[config.mk]
export PLATFORM = sky130hd
export DESIGN_NAME = shift_seq_ctrl
export DESIGN_NICKNAME = d
export VERILOG_FILES = /design/src/rtl/shift_seq_ctrl.sv
export SDC_FILE = /design/constraint.sdc
export NUM_CORES = 1
export LEC_CHECK = 0
export CAP_MARGIN = 20
export CORE_MARGIN = 3
export CORE_UTILIZATION = 50
export CTS_CLUSTER_SIZE = 24
export DETAILED_ROUTE_END_ITERATION = 12
export PLACE_DENSITY = 0.87
export SLEW_MARGIN = 20
export SYNTH_ARGS = -nofsm -noshare
export SYNTH_HDL_FRONTEND = slang
export SYNTH_SLANG_ARGS = --single-unit
[constraint.sdc]
create_clock -name clk -period 5.02 [get_ports clk]
set_input_delay 1.004 -clock clk [delete_from_list [all_inputs] [get_ports clk]]
set_output_delay 1.004 -clock clk [all_outputs]
set_load 0.02 [all_outputs]
[src/rtl/shift_seq_ctrl.sv]
// rtl/shift_seq_ctrl.sv - multi-cycle SLL/SRL/SRA sequencer, STEP bits per cycle
module shift_seq_ctrl #(
    parameter int WIDTH = 32,
    parameter int AMT_W = 5,
    parameter int STEP  = 1
) (
    input  logic             clk,
    input  logic             rst_n,
    input  logic             start,
    input  logic [1:0]       op,
    input  logic             amt_sel,
    input  logic [WIDTH-1:0] data_in,
    input  logic [WIDTH-1:0] amt_reg,
    input  logic [AMT_W-1:0] amt_imm,
    output logic             busy,
    output logic             done,
    output logic             err,
    output logic [WIDTH-1:0] result
);

    typedef enum logic [1:0] {
        S_IDLE  = 2'b00,
        S_SHIFT = 2'b01,
        S_DONE  = 2'b10
    } state_t;

    localparam logic [1:0] OP_SLL = 2'b00;
    localparam logic [1:0] OP_SRL = 2'b01;
    localparam logic [1:0] OP_BAD = 2'b11;

    state_t           state_q, state_d;
    logic [1:0]       op_q, op_d;
    logic [WIDTH-1:0] acc_q, acc_d;
    logic [AMT_W-1:0] rem_q, rem_d;
    logic             sign_q, sign_d;
    logic [WIDTH-1:0] result_q, result_d;
    logic             err_q, err_d;

    logic [AMT_W-1:0] start_amt;
    logic [AMT_W-1:0] k;
    logic [WIDTH-1:0] shifted;
    logic             unused_amt_hi;

    assign unused_amt_hi = ^amt_reg[WIDTH-1:AMT_W];
    assign start_amt     = amt_sel ? amt_reg[AMT_W-1:0] : amt_imm;

    // k <= rem < 2^AMT_W, so truncating STEP is safe whenever it is selected
    assign k = (int'(rem_q) < STEP) ? rem_q : AMT_W'(STEP);

    always_comb begin
        shifted = acc_q;
        case (op_q)
            OP_SLL:  shifted = acc_q << k;
            OP_SRL:  shifted = acc_q >> k;
            default: shifted = (acc_q >> k) |
                               (sign_q ? ~({WIDTH{1'b1}} >> k) : {WIDTH{1'b0}});
        endcase
    end

    always_comb begin
        state_d  = state_q;
        op_d     = op_q;
        acc_d    = acc_q;
        rem_d    = rem_q;
        sign_d   = sign_q;
        result_d = result_q;
        err_d    = err_q;
        case (state_q)
            S_IDLE, S_DONE: begin
                state_d = S_IDLE;
                if (start) begin
                    op_d   = op;
                    acc_d  = data_in;
                    rem_d  = start_amt;
                    sign_d = data_in[WIDTH-1];
                    if (op == OP_BAD || start_amt == '0) begin
                        state_d  = S_DONE;
                        result_d = data_in;
                        err_d    = (op == OP_BAD);
                    end else begin
                        state_d = S_SHIFT;
                    end
                end
            end
            S_SHIFT: begin
                acc_d = shifted;
                rem_d = rem_q - k;
                if (rem_q == k) begin
                    state_d  = S_DONE;
                    result_d = shifted;
                    err_d    = 1'b0;
                end
            end
            default: state_d = S_IDLE;
        endcase
    end

    always_ff @(posedge clk or negedge rst_n) begin
        if (!rst_n) begin
            state_q  <= S_IDLE;
            op_q     <= '0;
            acc_q    <= '0;
            rem_q    <= '0;
            sign_q   <= 1'b0;
            result_q <= '0;
            err_q    <= 1'b0;
        end else begin
            state_q  <= state_d;
            op_q     <= op_d;
            acc_q    <= acc_d;
            rem_q    <= rem_d;
            sign_q   <= sign_d;
            result_q <= result_d;
            err_q    <= err_d;
        end
    end

    assign busy   = (state_q == S_SHIFT);
    assign done   = (state_q == S_DONE);
    assign err    = done & err_q;
    assign result = result_q;

endmodule

# Word level (Yosys, flattened, before mapping)
# Index checks and enable logic that the tools add are counted.
# Widths: inputs -> output; s select.
[word_totals]
regBits = 75
in_bits = 75
out_inout_bits = 35
word_cells = 52
[classes]
addsub = 1
magnitude_cmp = 1
eq_ne = 8
shifts = 3
n_mux = 20
n_bitwise = 3
reduce_logical = 9
[op_table]
columns = ["operator", "count"]
rows = [
  ["$pmux 32 s2", 3],
  ["$mux 32", 5],
  ["$not 32->32", 1],
  ["$or 32x32->32", 1],
  ["$shl 32x5->32", 1],
  ["$shr 32x5->32", 1],
  ["$shr 32x5->32 const A", 1],
  ["$mux 5", 3],
  ["$pmux 5 s2", 1],
  ["$mux 2", 3],
  ["$eq 5x5->1", 1],
  ["$logic_not 5->1", 1],
  ["$lt 5x1->1 const B", 1],
  ["$sub 5x5->5", 1],
  ["$eq 2x1->1 const B", 2],
  ["$eq 2x2->1 const B", 2],
  ["$logic_not 2->1", 2],
  ["$ne 2x2->1 const B", 2],
  ["$pmux 2 s2", 1],
  ["$reduce_and 2->1", 2],
  ["$reduce_and 4->1", 1],
  ["$mux 1", 3],
  ["$ne 2x1->1 const B", 1],
  ["$pmux 1 s2", 1],
  ["4 further kinds", 4],
]

# Logic depth before layout (Yosys ltp)
[depth]
word_depth = 9
ltp_mapped = 10
ltp_nobuf = 7

# Least setup slack after synthesis
# Ideal clock, no wire load.
[synth_path]
path_kind = "flip-flop to flip-flop"
from = "reg rem_q[3]"
to = "reg result_q[1] (netlist: result[1])"
setup_time_ns = 0.128
arrival_time_ns = 2.618
required_time_ns = 4.892
path_slack_ns = 2.275
stages_incl_launch_ff = 10
n_path_buf = 2
period_less_slack_ns = 2.745
cell_sequence = "dfrtp_1 or4_1 clkbuf_1 nand2_1 ha_1 or4b_1 o21a_1 nand3b_4 buf_6 mux2_1"
[synth_between]
elab_chain_cells = 9
elab_cells_between_ends = 14
cone_classes = "1 x order compare; 2 x eq/ne; 3 x shift; 5 x mux; 2 x bitwise; 1 x reduce/logical"
[synth_rtl]
columns = ["item", "line_no", "rtl"]
rows = [
  ["start, declared", "34", "logic [AMT_W-1:0] rem_q, rem_d;"],
  ["start signal, assigned", "111", "rem_q <= rem_d;"],
  ["$lt 5x1->1", "48", "assign k = (int'(rem_q) < STEP) ? rem_q : AMT_W'(STEP);"],
  ["$mux 5", "48", ""],
  ["$shr 32x5->32", "56", "(sign_q ? ~({WIDTH{1'b1}} >> k) : {WIDTH{1'b0}});"],
  ["$not 32->32", "56", ""],
  ["$mux 32", "56", ""],
  ["$or 32x32->32", "55", "default: shifted = (acc_q >> k) |"],
  ["$pmux 32 s2", "52", "case (op_q)"],
  ["$mux 32", "88", "if (rem_q == k) begin"],
  ["$pmux 32 s2", "68", "case (state_q)"],
  ["end signal, assigned", "113", "result_q <= result_d;"],
  ["end, declared", "36", "logic [WIDTH-1:0] result_q, result_d;"],
]
# Parallel ways exist; a longest one is shown, timed or not. The select of a mux whose other input is x is not followed.
# A chain may end at the register's enable or synchronous reset.

# Worst setup path in the final report
[layout_path]
from = "reg rem_q[3]"
to = "reg result_q[22] (netlist: result[22])"
# Same word-level chain as after synthesis.

==> run metrics <==
CP Max Fanout 34; gr ovfl total 0; final wirelength 11350 um; maxcap violations 0; crit start category flop; pwr/cell area 750.0 nW/um2; final net count 568; busiest grt layer met2; period utilization 68.76%; DR iter-0 viols 293; EDFF count, synth 0; Setup CP Type flop to flop; Hold Path Class flop to flop; clk_lat worst skew 0.34 ns; routed vias 3950; post-route cell area 5413 um2; Reg clk slew, reported paths 0.08 ns; Max Slew Vio Count 0; Die H 99.66 um; GRT Total Usage between 20% and 30%; cell area after placement roughly 5200 um2; CTS tree built; CTS Buf Count 9; Post-Syn Area 4385 um2; RSZ-0062 raised after global routing no; buffer levels on the longest clock path 2; met3 usage 4.628%; sequential share of the synthesized area approximately 43%; RePlAce Congestion 0.7851; initial antenna violation count 0; setup_tns 0 ns; top cell type's share of synthesized area 42.80%; DR vias/cell around 6.6; met2 usage 38.27%; WP data required 5.24 ns; Post-DP HPWL 7133 um; Rows 33; Mapped Avg Cell Area 10.04 um2; post-layout util 64.58%; placed insts 586; max_slew headroom 36.93%; Max Freq 289.7 MHz; min Tclk post-route 3.452 ns; non-filler instance count after layout 602; # setup viols final 0; Hold WS 0.4873 ns; CTS H-tree depth 3; port bufs 82; ANT nets after route 0; Synth Register Bits 75; Post-Syn Instances 437; cts hold-fix bufs 0; ys async rst share between 90% and 100%; synth-to-layout area growth 23.42%; largest net degree at the start of global routing 76; maximum vdd drop 0.3378 mV; Top-Level Pins 110; share of layout cells above drive strength 1 12.88%; Yosys warnings 0; Synth area leaders dfrtp_1 43%, mux2_1 6.9%, nand2_1 6.6%; Data arrival, critical path roughly 3.7 ns; Die X 99.66 um; core area 8382 um2; P_leak 2.133 nW; count leader, synth nand2_1; outcome completed; CTS root buffer clkbuf_8; net count after synthesis a little over 500; CTS resizes 0; ANT cells 0; TritonRoute pass-1 iters 5; die area 9931 um2; crit path capture type flop; top post-synthesis cells by count 77 x nand2_1, 75 x dfrtp_1, 42 x clkbuf_1; GR Util met1 between 30% and 40%; number of distinct library cells after synthesis between 40 and 50; Avg WL per Cell 18.86 um; vias in the first global route 3938; post-CTS setup buffer count 0; Setup Skew 0.01141 ns; clk sinks 75; Starting Density 52.32%; global-route wire length before repair 19130 um; DRC 0; Fin. Hold Viols 0; top_reg_cell synth dfrtp_1; worst slew pin tran ~0.95 ns; cell taking the most area after synthesis dfrtp_1
[cell type report]
type                    instances  area, um2
flip-flops and latches         75       1877
fillers                       651       2969
inverters                       5      18.77
multi-input cells             309       2297
clock inverters                 4      50.05
well taps                     105      131.4
repair buffers                 92      893.4
clock buffers                  12      145.1
[final timing paths]
path                           from          to  slack [ns]  cells after the start
max                        rem_q[3]  result[22]        1.57                      8
min                           err_q       err_q        0.49                      1
max reg2reg                rem_q[3]  result[22]        1.57                      8
min reg2reg                   err_q       err_q        0.49                      1
max in group asynchronous     rst_n  result[22]        3.60                      1
min in group asynchronous     rst_n   result[5]        0.80                      1
[power breakdown]
part	internal, mW	switching, mW	leakage [nW]
registers	0.924	0.261	0.891
logic	1.10	1.30	1.15
clock network	0.243	0.227	0.0926
[routing by layer]
layer / vias to the layer above / wire, um / share of wire, %
met2: 202 / 5566 / 49
met5: - / 0 / 0
met1: 1935 / 4813 / 42
li1: 1791 / - / -
met4: 0 / 170 / 1.5
met3: 22 / 803 / 7.1
[state kept, by name, indices dropped and copies added (netlist names)]
name     cells
acc_q       32
result      32
rem_q        5
op_q         2
state_q      2
err_q        1
sign_q       1
[worst max-delay path, cell delays in order (launching register included)]
cell and delay [ns]:
dfrtp_1 0.47, or4_1 0.52, buf_4 0.26, nand2_1 0.18, ha_1 0.22, or4b_1 0.49, o21a_1 0.20, nand3b_4 0.49
mux2_1 0.48
[cells by family (layout without fill, tap and decap cells)]
| kind of cell | count (synthesis) | count (layout) | share of synthesized area, % |
|---|---|---|---|
| multiplexers | 39 | 39 | 10.01 |
| adder cells (fa/ha/maj) | 1 | 1 | 0.2853 |
| AND/OR/NAND/NOR | 129 | 129 | 13.70 |
| AO/OA/AOI/OAI | 140 | 140 | 27.96 |
| buffers and inverters | 53 | 113 | 5.249 |
| flip-flops | 75 | 75 | 42.80 |
[placed cells by master (no fill, tap or decap), types with 3 or more instances in the layout]
cell type / n
clkdlybuf4s50_1: 81
o21a_1: 31
a21oi_1: 3
nor3_1: 32
o221a_1: 7
o221a_2: 23
clkbuf_8: 10
mux2i_1: 3
inv_1: 3
a221oi_1: 31
o31ai_1: 31
dfrtp_1: 75
nand2_1: 77
buf_4: 11
o311ai_0: 3
mux2_1: 27
mux2_2: 8
[stage by stage]
stage / setup WS [ns] / power, mW
3_3_place_gp: 1.578 / 3.471
3_5_place_dp: 1.509 / 3.569
5_1_grt: 1.398 / 4.362
6_report: 1.568 / 4.060
4_1_cts: 1.557 / 4.046
2_1_floorplan: 2.275 / 2.853
Note: power is estimated with default switching activity, not from simulation.
